**config.mk**
```make
export PLATFORM = sky130hd
export DESIGN_NAME = icache_refill_ctrl
export DESIGN_NICKNAME = d
export VERILOG_FILES = /design/src/rtl/icache_refill_ctrl.sv
export SDC_FILE = /design/constraint.sdc
export NUM_CORES = 1
export LEC_CHECK = 0
export CORE_AREA = 2 2 140 142
export DETAILED_ROUTE_END_ITERATION = 10
export DIE_AREA = 0 0 142 144
export DONT_BUFFER_PORTS = 1
export PLACE_DENSITY_LB_ADDON = 0.25
export SKIP_CTS_REPAIR_TIMING = 1
export SLEW_MARGIN = 20
export SYNTH_ARGS = -nofsm -noshare
export SYNTH_HDL_FRONTEND = slang
export SYNTH_SLANG_ARGS = --single-unit
```
**constraint.sdc**
```tcl
create_clock -name clk -period 2.3 [get_ports clk]
set_input_delay 0.46 -clock clk [delete_from_list [all_inputs] [get_ports clk]]
set_output_delay 0.46 -clock clk [all_outputs]
set_load 0.005 [all_outputs]
```
**src/rtl/icache_refill_ctrl.sv**
```systemverilog
// Refill sequencer for a 2-way I-cache: on a fetch miss, invalidate the victim, burst-read the line, revalidate.
// Latency: miss_req to arvalid 2 cycles; last beat to refill_done 2 cycles (1 on error); flush takes S*N cycles.
// Backpressure: arvalid is held until arready; rready is high for the whole data phase; requests are ignored while busy.
module icache_refill_ctrl #(
   parameter int N = 2,
   parameter int B = 8,
   parameter int S = 64
) (
   input  logic                                clk,
   input  logic                                rst_n,
   input  logic                                miss_req,
   input  logic [63:0]                         miss_addr,
   input  logic                                flush_req,
   input  logic                                lru_rd,
   input  logic [N-1:0]                        valid_rd,
   output logic                                arvalid,
   input  logic                                arready,
   output logic [63:0]                         araddr,
   output logic [7:0]                          arlen,
   output logic [2:0]                          arsize,
   output logic [1:0]                          arburst,
   input  logic                                rvalid,
   output logic                                rready,
   input  logic [63:0]                         rdata,
   input  logic [1:0]                          rresp,
   input  logic                                rlast,
   output logic                                data_we,
   output logic [$clog2(S)-1:0]                data_set,
   output logic                                data_way,
   output logic [$clog2(B)-1:0]                data_word,
   output logic [63:0]                         data_wdata,
   output logic                                tag_we,
   output logic [$clog2(S)-1:0]                tag_set,
   output logic                                tag_way,
   output logic [64-$clog2(S)-$clog2(B)-3:0]   tag_wdata,
   output logic                                refill_done,
   output logic                                refill_err,
   output logic                                busy
);
   localparam int SB = $clog2(S);
   localparam int BB = $clog2(B);
   localparam int YB = 3;
   localparam int TB = 64 - SB - BB - YB;
   localparam int LB = 64 - BB - YB;
   localparam int FB = $clog2(S * N);
   localparam logic [BB-1:0] LAST_BEAT  = BB'(B - 1);
   localparam logic [FB-1:0] LAST_ENTRY = FB'(S * N - 1);

   typedef enum logic [2:0] {IDLE, INV, AR, RDATA, TAG, DONE, FLUSH} state_t;

   state_t          state, state_nxt;
   logic [LB-1:0]   line_q;
   logic [SB-1:0]   set_q;
   logic [TB-1:0]   tag_q;
   logic            victim_q;
   logic            victim;
   logic [BB-1:0]   beat_q;
   logic            err_q;
   logic [FB-1:0]   fcnt_q;
   logic            unused_addr_lsb;

   // byte/word offset bits of the PC never reach the AXI address or the arrays
   assign unused_addr_lsb = ^miss_addr[BB+YB-1:0];

   assign arlen   = 8'(B - 1);
   assign arsize  = 3'b011;
   assign arburst = 2'b01;
   assign araddr  = {line_q, {(BB+YB){1'b0}}};

   // victim: first invalid way wins, otherwise fall back to the LRU way
   always_comb begin
      victim = lru_rd;
      if (!valid_rd[0])
         victim = 1'b0;
      else if (!valid_rd[1])
         victim = 1'b1;
   end

   // state register
   always_ff @(posedge clk or negedge rst_n) begin
      if (!rst_n)
         state <= IDLE;
      else
         state <= state_nxt;
   end

   // next-state logic; flush takes priority over a simultaneous miss
   always_comb begin
      state_nxt = state;
      case (state)
         IDLE:  if (flush_req)     state_nxt = FLUSH;
                else if (miss_req) state_nxt = INV;
         INV:   state_nxt = AR;
         AR:    if (arready)       state_nxt = RDATA;
         RDATA: if (rvalid && rlast) begin
                   if (beat_q == LAST_BEAT && !err_q && rresp == 2'b00)
                      state_nxt = TAG;
                   else
                      state_nxt = DONE;
                end
         TAG:   state_nxt = DONE;
         DONE:  state_nxt = IDLE;
         FLUSH: if (fcnt_q == LAST_ENTRY) state_nxt = DONE;
         default: state_nxt = IDLE;
      endcase
   end

   // captured miss context, beat/flush counters and the sticky error flag
   always_ff @(posedge clk or negedge rst_n) begin
      if (!rst_n) begin
         line_q   <= '0;
         set_q    <= '0;
         tag_q    <= '0;
         victim_q <= 1'b0;
         beat_q   <= '0;
         err_q    <= 1'b0;
         fcnt_q   <= '0;
      end else begin
         case (state)
            IDLE: if (!flush_req && miss_req) begin
               line_q   <= miss_addr[63:BB+YB];
               set_q    <= miss_addr[BB+YB +: SB];
               tag_q    <= miss_addr[63 -: TB];
               victim_q <= victim;
            end
            RDATA: if (rvalid) begin
               // counter wraps naturally; a short burst or a ninth beat both mark the line bad
               beat_q <= beat_q + 1'b1;
               err_q  <= err_q | (rresp != 2'b00) |
                         (rlast ? (beat_q != LAST_BEAT) : (beat_q == LAST_BEAT));
            end
            FLUSH: fcnt_q <= fcnt_q + 1'b1;
            DONE: begin
               beat_q <= '0;
               err_q  <= 1'b0;
               fcnt_q <= '0;
            end
            default: ;
         endcase
      end
   end

   // state-decoded outputs; write data is gated so nothing toggles outside an accepted beat
   always_comb begin
      arvalid     = 1'b0;
      rready      = 1'b0;
      data_we     = 1'b0;
      data_set    = set_q;
      data_way    = victim_q;
      data_word   = beat_q;
      data_wdata  = '0;
      tag_we      = 1'b0;
      tag_set     = set_q;
      tag_way     = victim_q;
      tag_wdata   = '0;
      refill_done = 1'b0;
      refill_err  = 1'b0;
      busy        = (state != IDLE);
      case (state)
         INV: begin
            tag_we    = 1'b1;
            tag_wdata = {1'b0, tag_q};
         end
         AR: arvalid = 1'b1;
         RDATA: begin
            rready  = 1'b1;
            data_we = rvalid;
            if (rvalid) data_wdata = rdata;
         end
         TAG: begin
            tag_we    = 1'b1;
            tag_wdata = {1'b1, tag_q};
         end
         DONE: begin
            refill_done = 1'b1;
            refill_err  = err_q;
         end
         FLUSH: begin
            tag_we  = 1'b1;
            tag_set = fcnt_q[FB-1:1];
            tag_way = fcnt_q[0];
         end
         default: ;
      endcase
   end

endmodule

```
==> results of run 1 <==
==> worst max-delay path, delay by kind of cell, from the launching register on <==
| kind | cells | cell delay, ps |
|---|---|---|
| buf+inv | 2 | 340 |
| flops | 1 | 380 |
| simple gates | 3 | 660 |
==> power breakdown <==
group	total, mW	switching, mW	internal, mW
combinational	2.36	1.06	1.30
sequential	2.52	0.645	1.87
clock	1.29	0.553	0.734
==> state kept, by name, indices dropped and copies added (netlist names) <==
register	cells
fcnt_q	7
state	3
line_q	58
data_way	1
data_word	3
err_q	1
==> final timing paths <==
path	from	to	slack [ps]	cells after the start
max	state[2]	data_wdata[0]	120	5
min	rst_n	line_q[17]	8	1
max reg2reg	state[1]	line_q[42]	240	4
min reg2reg	err_q	err_q	530	2
max in group asynchronous	rst_n	line_q[45]	1950	1
min in group clk	miss_addr[19]	line_q[13]	270	1
==> cell usage after synthesis <==
cell / instances
nor3b_1: 2
nor2b_1: 1
or3_1: 1
and3_1: 3
buf_2: 2
or3_4: 1
nor3_1: 1
o21ai_0: 14
buf_6: 6
and2_1: 118
nand4_1: 2
mux2i_1: 2
clkbuf_1: 19
xnor2_1: 2
nand2_1: 26
xor2_1: 1
mux2_2: 1
or3b_1: 1
nand2b_1: 1
and3b_1: 2
a22o_1: 1
buf_4: 25
a21oi_1: 4
o41ai_1: 1
nand3_1: 4
dfrtp_1: 73
ha_1: 3
nor2_1: 9
a31oi_1: 2
inv_1: 3
o31ai_1: 1
conb_1: 2
o311ai_0: 1
clkbuf_2: 1
nand3b_1: 1
mux2_4: 58
o32a_1: 1
o21a_1: 1
==> layer usage <==
layer / vias up / global-route usage, %
met5: - / 0
met4: 0 / 7.58
met3: 20 / 3.21
met2: 202 / 16.7
met1: 1353 / 11.3
li1: 1222 / -
==> cell type report <==
cell class	count	area [um^2]
clock inverters	6	42.5
flip-flops and latches	73	1830
fillers	1996	14300
clock buffers	10	229
well taps	238	298
multi-input cells	285	2210
inverters	3	11.3
diodes	4	10.0
repair buffers	10	150
==> stage by stage <==
step	instance area (um^2)	setup TNS, ps	power (mW)	worst slack [ps]
floorplan	4380	0	4.32	211
global placement	4440	0	4.81	337
detailed placement	4440	0	4.84	323
CTS	4710	-49.2	6.18	-26.7
global route	4780	0	6.63	8.22
finish	4780	0	6.16	118
==> logic make-up (layout without fill, tap and decap cells) <==
kind of cell	Yosys count	in the layout	share of synthesized area (%)
AND/OR/NAND/NOR	173	173	23.3
flip-flops	73	73	42.4
multiplexers	61	61	20.9
buffers and inverters	56	29	8.18
AO/OA/AOI/OAI	26	26	3.57
adder cells (fa/ha/maj)	3	3	0.871
XOR/XNOR	3	3	0.610
other	2	23	0.174
==> layout by cell type, fill, tap and decap left out, types with 5 or more instances in the layout <==
cell type and instances:
and2_1 115, nand2_1 26, conb_1 19, mux2_4 58
o21ai_0 14, nor2_1 8, clkbuf_16 10, buf_4 5
dfrtp_1 73
==> impl_metrics.env, run 1 <==
export IMPL_slew_violations=0
export IMPL_drt_iter0_drc=123
export IMPL_synth_area_leaders="dfrtp_1 42%, mux2_4 20%, and2_1 17%, buf_4 4.4%, nand2_1 2.3%"
export IMPL_maxCapViolCount=0
export IMPL_clock_path_buffers=2
export IMPL_cts_tree="yes"
export IMPL_path_max_fanout=36
export IMPL_path_cells="buf_4 -> nor2b_2 -> and3_4 -> buf_12 -> and2_1"
export IMPL_hpwlAfterDp_um=8650
export IMPL_synth_top_cell_area_share_pct=42.4
export IMPL_yosysUniqueCellTypes=38
export IMPL_cts_buffers=9
export IMPL_crit_required_ps=1840
export IMPL_wl_met2_um=5830
export IMPL_yosysWarnings=0
export IMPL_antenna_found_initial=2
export IMPL_final_nets=525
export IMPL_dieArea_mm2=0.0204
export IMPL_synth_seq_cells=73
export IMPL_finalHoldWorstSlack_ps=7.83
export IMPL_slowest_delay_ps=380
export IMPL_cpMaxStageDelayCell="dfrtp_1"
export IMPL_grt_ovfl_total=0
export IMPL_finalCriticalPeriod_ps=2180
export IMPL_post_route_util_pct=25.1
export IMPL_areaGrowthSynthToFinish_pct=10.9
export IMPL_place_inst=607
export IMPL_htreeDepth=3
export IMPL_syn_area_mm2=0.00431
export IMPL_top_layer="met4"
export IMPL_wirelength_um=11600
export IMPL_critPathLaunchType="register"
export IMPL_final_layout_size_suffix_gt1_share_pct=23.8
export IMPL_max_vdd_ir_drop_mv=0.382
export IMPL_grt_pass1_wl_um=15800
export IMPL_critPathKind="reg2out"
export IMPL_m1WireLength_um=4200
export IMPL_status="complete, no violations"
export IMPL_grt_pass1_vias=2704
export IMPL_setup_viol=0
export IMPL_cp_end_kind="output port"
export IMPL_avgSynthCellArea_um2=10.9
export IMPL_gp_congestion=0.728
export IMPL_yosysSeqAreaShare_pct=42.4
export IMPL_grtUsageTotal_pct=10.3
export IMPL_port_buffers=0
export IMPL_clk_latency_ps=330
export IMPL_drt_wirelength_per_cell_um=18.5
export IMPL_die_y_um=144
export IMPL_rsz0062_at_grt="false"
export IMPL_final_hold_viol_count=0
export IMPL_postRouteAntennaNets=0
export IMPL_worst_pin_slew_ps=522
export IMPL_dr_pass1_iters=4
export IMPL_cts_root_buf="clkbuf_16"
export IMPL_synth_cells=397
export IMPL_finClkSkew_ps=6.56
export IMPL_fin_crit_sh_pct=94.9
export IMPL_rows=51
export IMPL_core_mm2=0.0191
export IMPL_io_pins=358
export IMPL_fmax_mhz=458
export IMPL_hold_class="in2async"
export IMPL_instances_no_fill=629
export IMPL_start_util_pct=22.6
export IMPL_met3WireLength_um=938
export IMPL_synth_top_area_cell="dfrtp_1"
export IMPL_drc=0
export IMPL_via_per_inst=4.45
export IMPL_p_leak_nw=2.31
export IMPL_slew_headroom_pct=65.2
export IMPL_clk_pin_slew_ps=60
export IMPL_grt_max_degree=74
export IMPL_cp_arrival_ps=1720
export IMPL_clock_sinks=73
export IMPL_vias=2797
export IMPL_powerDensity_mw_per_mm2=1290
export IMPL_die_w_um=142
Note: power is estimated with default switching activity, not from simulation.
==> run 2, diff against run 1 <==
--- a/config.mk
+++ b/config.mk
@@ -5,9 +5,9 @@
 export SDC_FILE = /design/constraint.sdc
 export NUM_CORES = 1
 export LEC_CHECK = 0
-export CORE_AREA = 2 2 140 142
+export CORE_AREA = 2 2 137 139
 export DETAILED_ROUTE_END_ITERATION = 10
-export DIE_AREA = 0 0 142 144
+export DIE_AREA = 0 0 139 141
 export DONT_BUFFER_PORTS = 1
 export PLACE_DENSITY_LB_ADDON = 0.25
 export SKIP_CTS_REPAIR_TIMING = 1
==> impl_metrics.env, run 2 (synthesis gave the netlist of run 1 again) <==
export IMPL_status="complete, no violations"
export IMPL_use_met2_pct=25.6
export IMPL_cp_startpoint="state[1]"
export IMPL_critPathLaunchType="register"
export IMPL_io_pins=358
export IMPL_final_seq_area_mm2=0.00183
export IMPL_grt_pass1_wl_um=20800
export IMPL_cpMaxStageDelayCell="dfrtp_1"
export IMPL_multiInputGateArea_mm2=0.00221
export IMPL_largest_register_ffs=58
export IMPL_clock_sinks=73
export IMPL_mostFrequentLayoutCells="118 x and2_1, 73 x dfrtp_1, 58 x mux2_4, 26 x nand2_1, 19 x conb_1"
export IMPL_cp_num_cells=5
export IMPL_die_w_um=139
export IMPL_path_buf_inv=2
export IMPL_maxCapViolCount=0
export IMPL_p_leak_nw=2.33
export IMPL_clock_path_buffers=2
export IMPL_htreeDepth=3
export IMPL_slew_headroom_pct=66.1
export IMPL_postRouteAntennaNets=0
export IMPL_core_mm2=0.0183
export IMPL_largest_register="line_q"
export IMPL_top_regs="line_q x58, fcnt_q x7"
export IMPL_hold_class="in2async"
export IMPL_busiest_layer="met2"
export IMPL_drt_iter0_drc=95
export IMPL_clockPowerShare_pct=21.2
export IMPL_grt_pass1_vias=2969
export IMPL_finClkSkew_ps=5.13
export IMPL_crit_required_ps=1840
export IMPL_worst_pin_slew_ps=502
export IMPL_dieArea_mm2=0.0196
export IMPL_critPathTopFamily="simple AND/OR/NAND/NOR gates"
export IMPL_cts_buffers=9
export IMPL_cts_root_buf="clkbuf_16"
export IMPL_rows=50
export IMPL_final_layout_size_suffix_gt1_share_pct=23.6
export IMPL_areaGrowthSynthToFinish_pct=11.9
export IMPL_path_cells="buf_4 -> nor2b_1 -> and3_4 -> buf_12 -> and2_1"
export IMPL_layout_commonest_cell="and2_1"
export IMPL_p_sw_share_pct=37.0
export IMPL_endpoint="data_wdata[55]"
export IMPL_hpwlAfterDp_um=12300
export IMPL_grt_max_degree=74
export IMPL_fill_cells=1934
export IMPL_gp_congestion=0.737
export IMPL_port_buffers=0
export IMPL_fin_crit_sh_pct=93.6
export IMPL_start_util_pct=23.6
export IMPL_drt_wirelength_per_cell_um=24.2
export IMPL_met1_usage_pct=15.0
export IMPL_dr_pass1_iters=4
export IMPL_antenna_found_initial=19
export IMPL_setup_viol=0
export IMPL_clk_pin_slew_ps=60
export IMPL_via_per_inst=4.57
export IMPL_grt_ovfl_total=0
export IMPL_slew_violations=0
export IMPL_die_y_um=141
export IMPL_cp_arrival_ps=1690
export IMPL_max_vdd_ir_drop_mv=0.612
export IMPL_final_nets=528
export IMPL_r2r_cells=4
export IMPL_rsz0062_at_grt="false"
export IMPL_post_route_util_pct=26.4
export IMPL_met3_usage_pct=6.39
export IMPL_rr_startpoint="state[2]"
export IMPL_reg2reg_slack_ps=330
export IMPL_slowest_delay_ps=350
export IMPL_cts_tree="yes"
export IMPL_fmax_mhz=464
export IMPL_wirelength_um=15300
export IMPL_pwr_share_comb_pct=38.5
export IMPL_drc=0
export IMPL_p_int_mw=4.00
export IMPL_p_sw_mw=2.35
export IMPL_critPathKind="reg2out"
export IMPL_fin_setup_tns_ps=0
export IMPL_final_hold_viol_count=0
export IMPL_path_max_fanout=36
export IMPL_worstReg2RegEnd="line_q[45]"
export IMPL_vias=2893
export IMPL_powerDensity_mw_per_mm2=1320
export IMPL_grtUsageTotal_pct=14.8
export IMPL_finalCriticalPeriod_ps=2150
export IMPL_clk_latency_ps=340
export IMPL_pwr_share_seq_pct=40.3
export IMPL_cp_end_kind="output port"
-- run 2: layer usage --
layer | part of all wire (%) | routed length (um) | vias to the layer above
li1 | - | - | 1235
met3 | 11 | 1680 | 36
met4 | 4.6 | 705 | 0
met5 | 0 | 0 | -
met2 | 50 | 7700 | 253
met1 | 34 | 5240 | 1369
-- run 2: stage by stage --
step	setup slack, ps	power [mW]	hold WS [ps]	cell area, um^2	cells
floorplan	211	4.32	164	4380	414
global placement	357	4.95	167	4450	606
global route	31.1	6.80	22.7	4820	630
finish	147	6.34	6.16	4820	633
CTS	54.8	6.42	-207	4740	622
detailed placement	336	5.02	166	4450	606
-- run 2: area by class of cell --
type / instances / area share [%]
multi-input combinational: 285 / 45.7
sequential: 73 / 37.9
tap: 234 / 6.07
clock buffer: 11 / 5.24
timing repair buffer: 13 / 3.58
clock inverter: 5 / 0.804
antenna: 9 / 0.467
inverter: 3 / 0.233
-- run 2: worst min path at each step --
| stage | end | slack, ps | depth (start not counted) |
|---|---|---|---|
| after floorplan | data_way | 160 | 0 |
| after global placement | line_q[25] | 170 | 0 |
| after detailed placement | line_q[25] | 170 | 0 |
| after CTS | line_q[7] | -210 | 0 |
| after global routing | line_q[7] | 20 | 1 |
| final | line_q[7] | 6 | 1 |
-- run 2: power groups by stage --
stage | registers [mW] | logic (mW) | clock network [mW]
5_1_grt | 2.66 | 2.69 | 1.45
4_1_cts | 2.58 | 2.43 | 1.41
3_3_place_gp | 2.58 | 2.37 | 0
6_report | 2.56 | 2.44 | 1.35
3_5_place_dp | 2.58 | 2.43 | 0
2_1_floorplan | 2.32 | 2.00 | 0
-- run 2: worst reg2reg max path: stages (launching register included) --
cell     delay (ps)
dfrtp_1         380
or3_4           420
or3b_4          420
buf_12          230
mux2_4          420
==> run 3, diff against run 2 <==
--- a/config.mk
+++ b/config.mk
@@ -5,9 +5,9 @@
 export SDC_FILE = /design/constraint.sdc
 export NUM_CORES = 1
 export LEC_CHECK = 0
-export CORE_AREA = 2 2 137 139
+export CORE_AREA = 2 2 139 141
 export DETAILED_ROUTE_END_ITERATION = 10
-export DIE_AREA = 0 0 139 141
+export DIE_AREA = 0 0 141 143
 export DONT_BUFFER_PORTS = 1
 export PLACE_DENSITY_LB_ADDON = 0.25
 export SKIP_CTS_REPAIR_TIMING = 1
==> impl_metrics.env, run 3 (synthesis gave the netlist of run 1 again) <==
export IMPL_cts_root_buf="clkbuf_16"
export IMPL_port_buffers=0
export IMPL_endpoint="data_wdata[39]"
export IMPL_clk_pin_slew_ps=70
export IMPL_fin_area_mm2=0.00482
export IMPL_start_util_pct=23.2
export IMPL_final_hold_viol_count=0
export IMPL_rsz0062_at_grt="false"
export IMPL_mostFrequentLayoutCells="117 x and2_1, 73 x dfrtp_1, 58 x mux2_4, 26 x nand2_1, 19 x conb_1"
export IMPL_cp_end_kind="output port"
export IMPL_pwr_share_comb_pct=37.3
export IMPL_postRouteAntennaNets=0
export IMPL_dr_pass1_iters=4
export IMPL_worstReg2RegEnd="line_q[44]"
export IMPL_p_sw_share_pct=36.5
export IMPL_antenna_found_initial=7
export IMPL_setup_viol=0
export IMPL_fin_crit_sh_pct=95.7
export IMPL_drt_wirelength_per_cell_um=19.8
export IMPL_slew_headroom_pct=61.9
export IMPL_drt_iter0_drc=55
export IMPL_placed_area_mm2=0.00443
export IMPL_critPathLaunchType="register"
export IMPL_htreeDepth=3
export IMPL_finClkSkew_ps=12.7
export IMPL_hpwlAfterDp_um=9430
export IMPL_dieArea_mm2=0.0202
export IMPL_max_vdd_ir_drop_mv=0.510
export IMPL_rr_startpoint="state[2]"
export IMPL_cp_arrival_ps=1740
export IMPL_wirelength_um=12400
export IMPL_reg2reg_slack_ps=190
export IMPL_fill_cells=1965
export IMPL_slew_violations=0
export IMPL_crit_required_ps=1840
export IMPL_largest_register_ffs=58
export IMPL_final_layout_size_suffix_gt1_share_pct=23.4
export IMPL_grtUsageTotal_pct=11.4
export IMPL_layout_commonest_cell="and2_1"
export IMPL_top_regs="line_q x58, fcnt_q x7"
export IMPL_cp_startpoint="state[2]"
export IMPL_cts_buffers=9
export IMPL_grt_ovfl_total=0
export IMPL_pwr_share_seq_pct=40.1
export IMPL_hold_class="in2async"
export IMPL_core_mm2=0.0186
export IMPL_io_pins=358
export IMPL_critPathKind="reg2out"
export IMPL_via_per_inst=4.47
export IMPL_clockPowerShare_pct=22.6
export IMPL_clock_sinks=73
export IMPL_areaGrowthSynthToFinish_pct=11.8
export IMPL_fmax_mhz=454
export IMPL_path_max_fanout=34
export IMPL_p_sw_mw=2.32
export IMPL_cts_tree="yes"
export IMPL_instances_no_fill=627
export IMPL_clk_latency_ps=340
export IMPL_p_int_mw=4.04
export IMPL_die_w_um=141
export IMPL_worst_pin_slew_ps=565
export IMPL_place_inst=603
export IMPL_r2r_cells=4
export IMPL_p_leak_nw=2.33
export IMPL_grt_max_degree=74
export IMPL_final_nets=527
export IMPL_finalCriticalPeriod_ps=2200
export IMPL_largest_register="line_q"
export IMPL_powerDensity_mw_per_mm2=1320
export IMPL_clock_path_buffers=2
export IMPL_vias=2801
export IMPL_rows=50
export IMPL_drc=0
export IMPL_maxCapViolCount=0
export IMPL_grt_pass1_wl_um=16800
export IMPL_gp_congestion=0.751
export IMPL_die_y_um=143
export IMPL_grt_pass1_vias=2699
export IMPL_status="complete, no violations"
==> run 3: routing by layer <==
| layer | track usage, % | part of all wire (%) | up-vias |
|---|---|---|---|
| met3 | 3.89 | 8.3 | 29 |
| met5 | 0 | 0 | - |
| met4 | 6.95 | 5.1 | 0 |
| met2 | 20.5 | 53 | 227 |
| li1 | - | - | 1222 |
| met1 | 11.4 | 33 | 1323 |
==> run 3: through the flow <==
stage	TNS (ps)	hold slack [ps]	setup slack, ps	power (mW)	util [%]
after global routing	0	15.4	2.54	6.81	25.9
after global placement	0	167	252	4.89	23.8
after floorplan	0	164	211	4.32	-
after CTS	-48.2	-211	-25.2	6.39	25.5
final	0	6.21	99.3	6.36	25.9
after detailed placement	0	166	231	4.90	23.8
==> run 3: worst min path at each step <==
stage | endpoint | startpoint
final | data_way | rst_n
after global routing | data_way | rst_n
after CTS | line_q[16] | rst_n
after detailed placement | line_q[16] | rst_n
after global placement | line_q[23] | rst_n
after floorplan | data_way | rst_n
==> run 3: cell type report <==
class / count / area [um^2] / area share [%]
clock inverters: 6 / 75.1 / 1.56
multi-input cells: 285 / 2210 / 45.8
repair buffers: 12 / 165 / 3.43
diodes: 4 / 10.0 / 0.208
clock buffers: 10 / 229 / 4.75
inverters: 3 / 11.3 / 0.234
well taps: 234 / 293 / 6.08
flip-flops and latches: 73 / 1830 / 37.9
==> run 3: critical path: stages (launching register included) <==
cell     delay, ps
dfrtp_1        380
buf_4          170
nor2b_1        150
and3_4         270
buf_12         180
and2_1         250
==> run 3: power by group through the flow <==
stage               Sequential (mW)  Combinational, mW  Clock, mW
CTS                            2.58               2.33       1.49
floorplan                      2.32               2.00          0
detailed placement             2.57               2.33          0
global placement               2.59               2.30          0
global route                   2.65               2.60       1.56
finish                         2.55               2.38       1.44
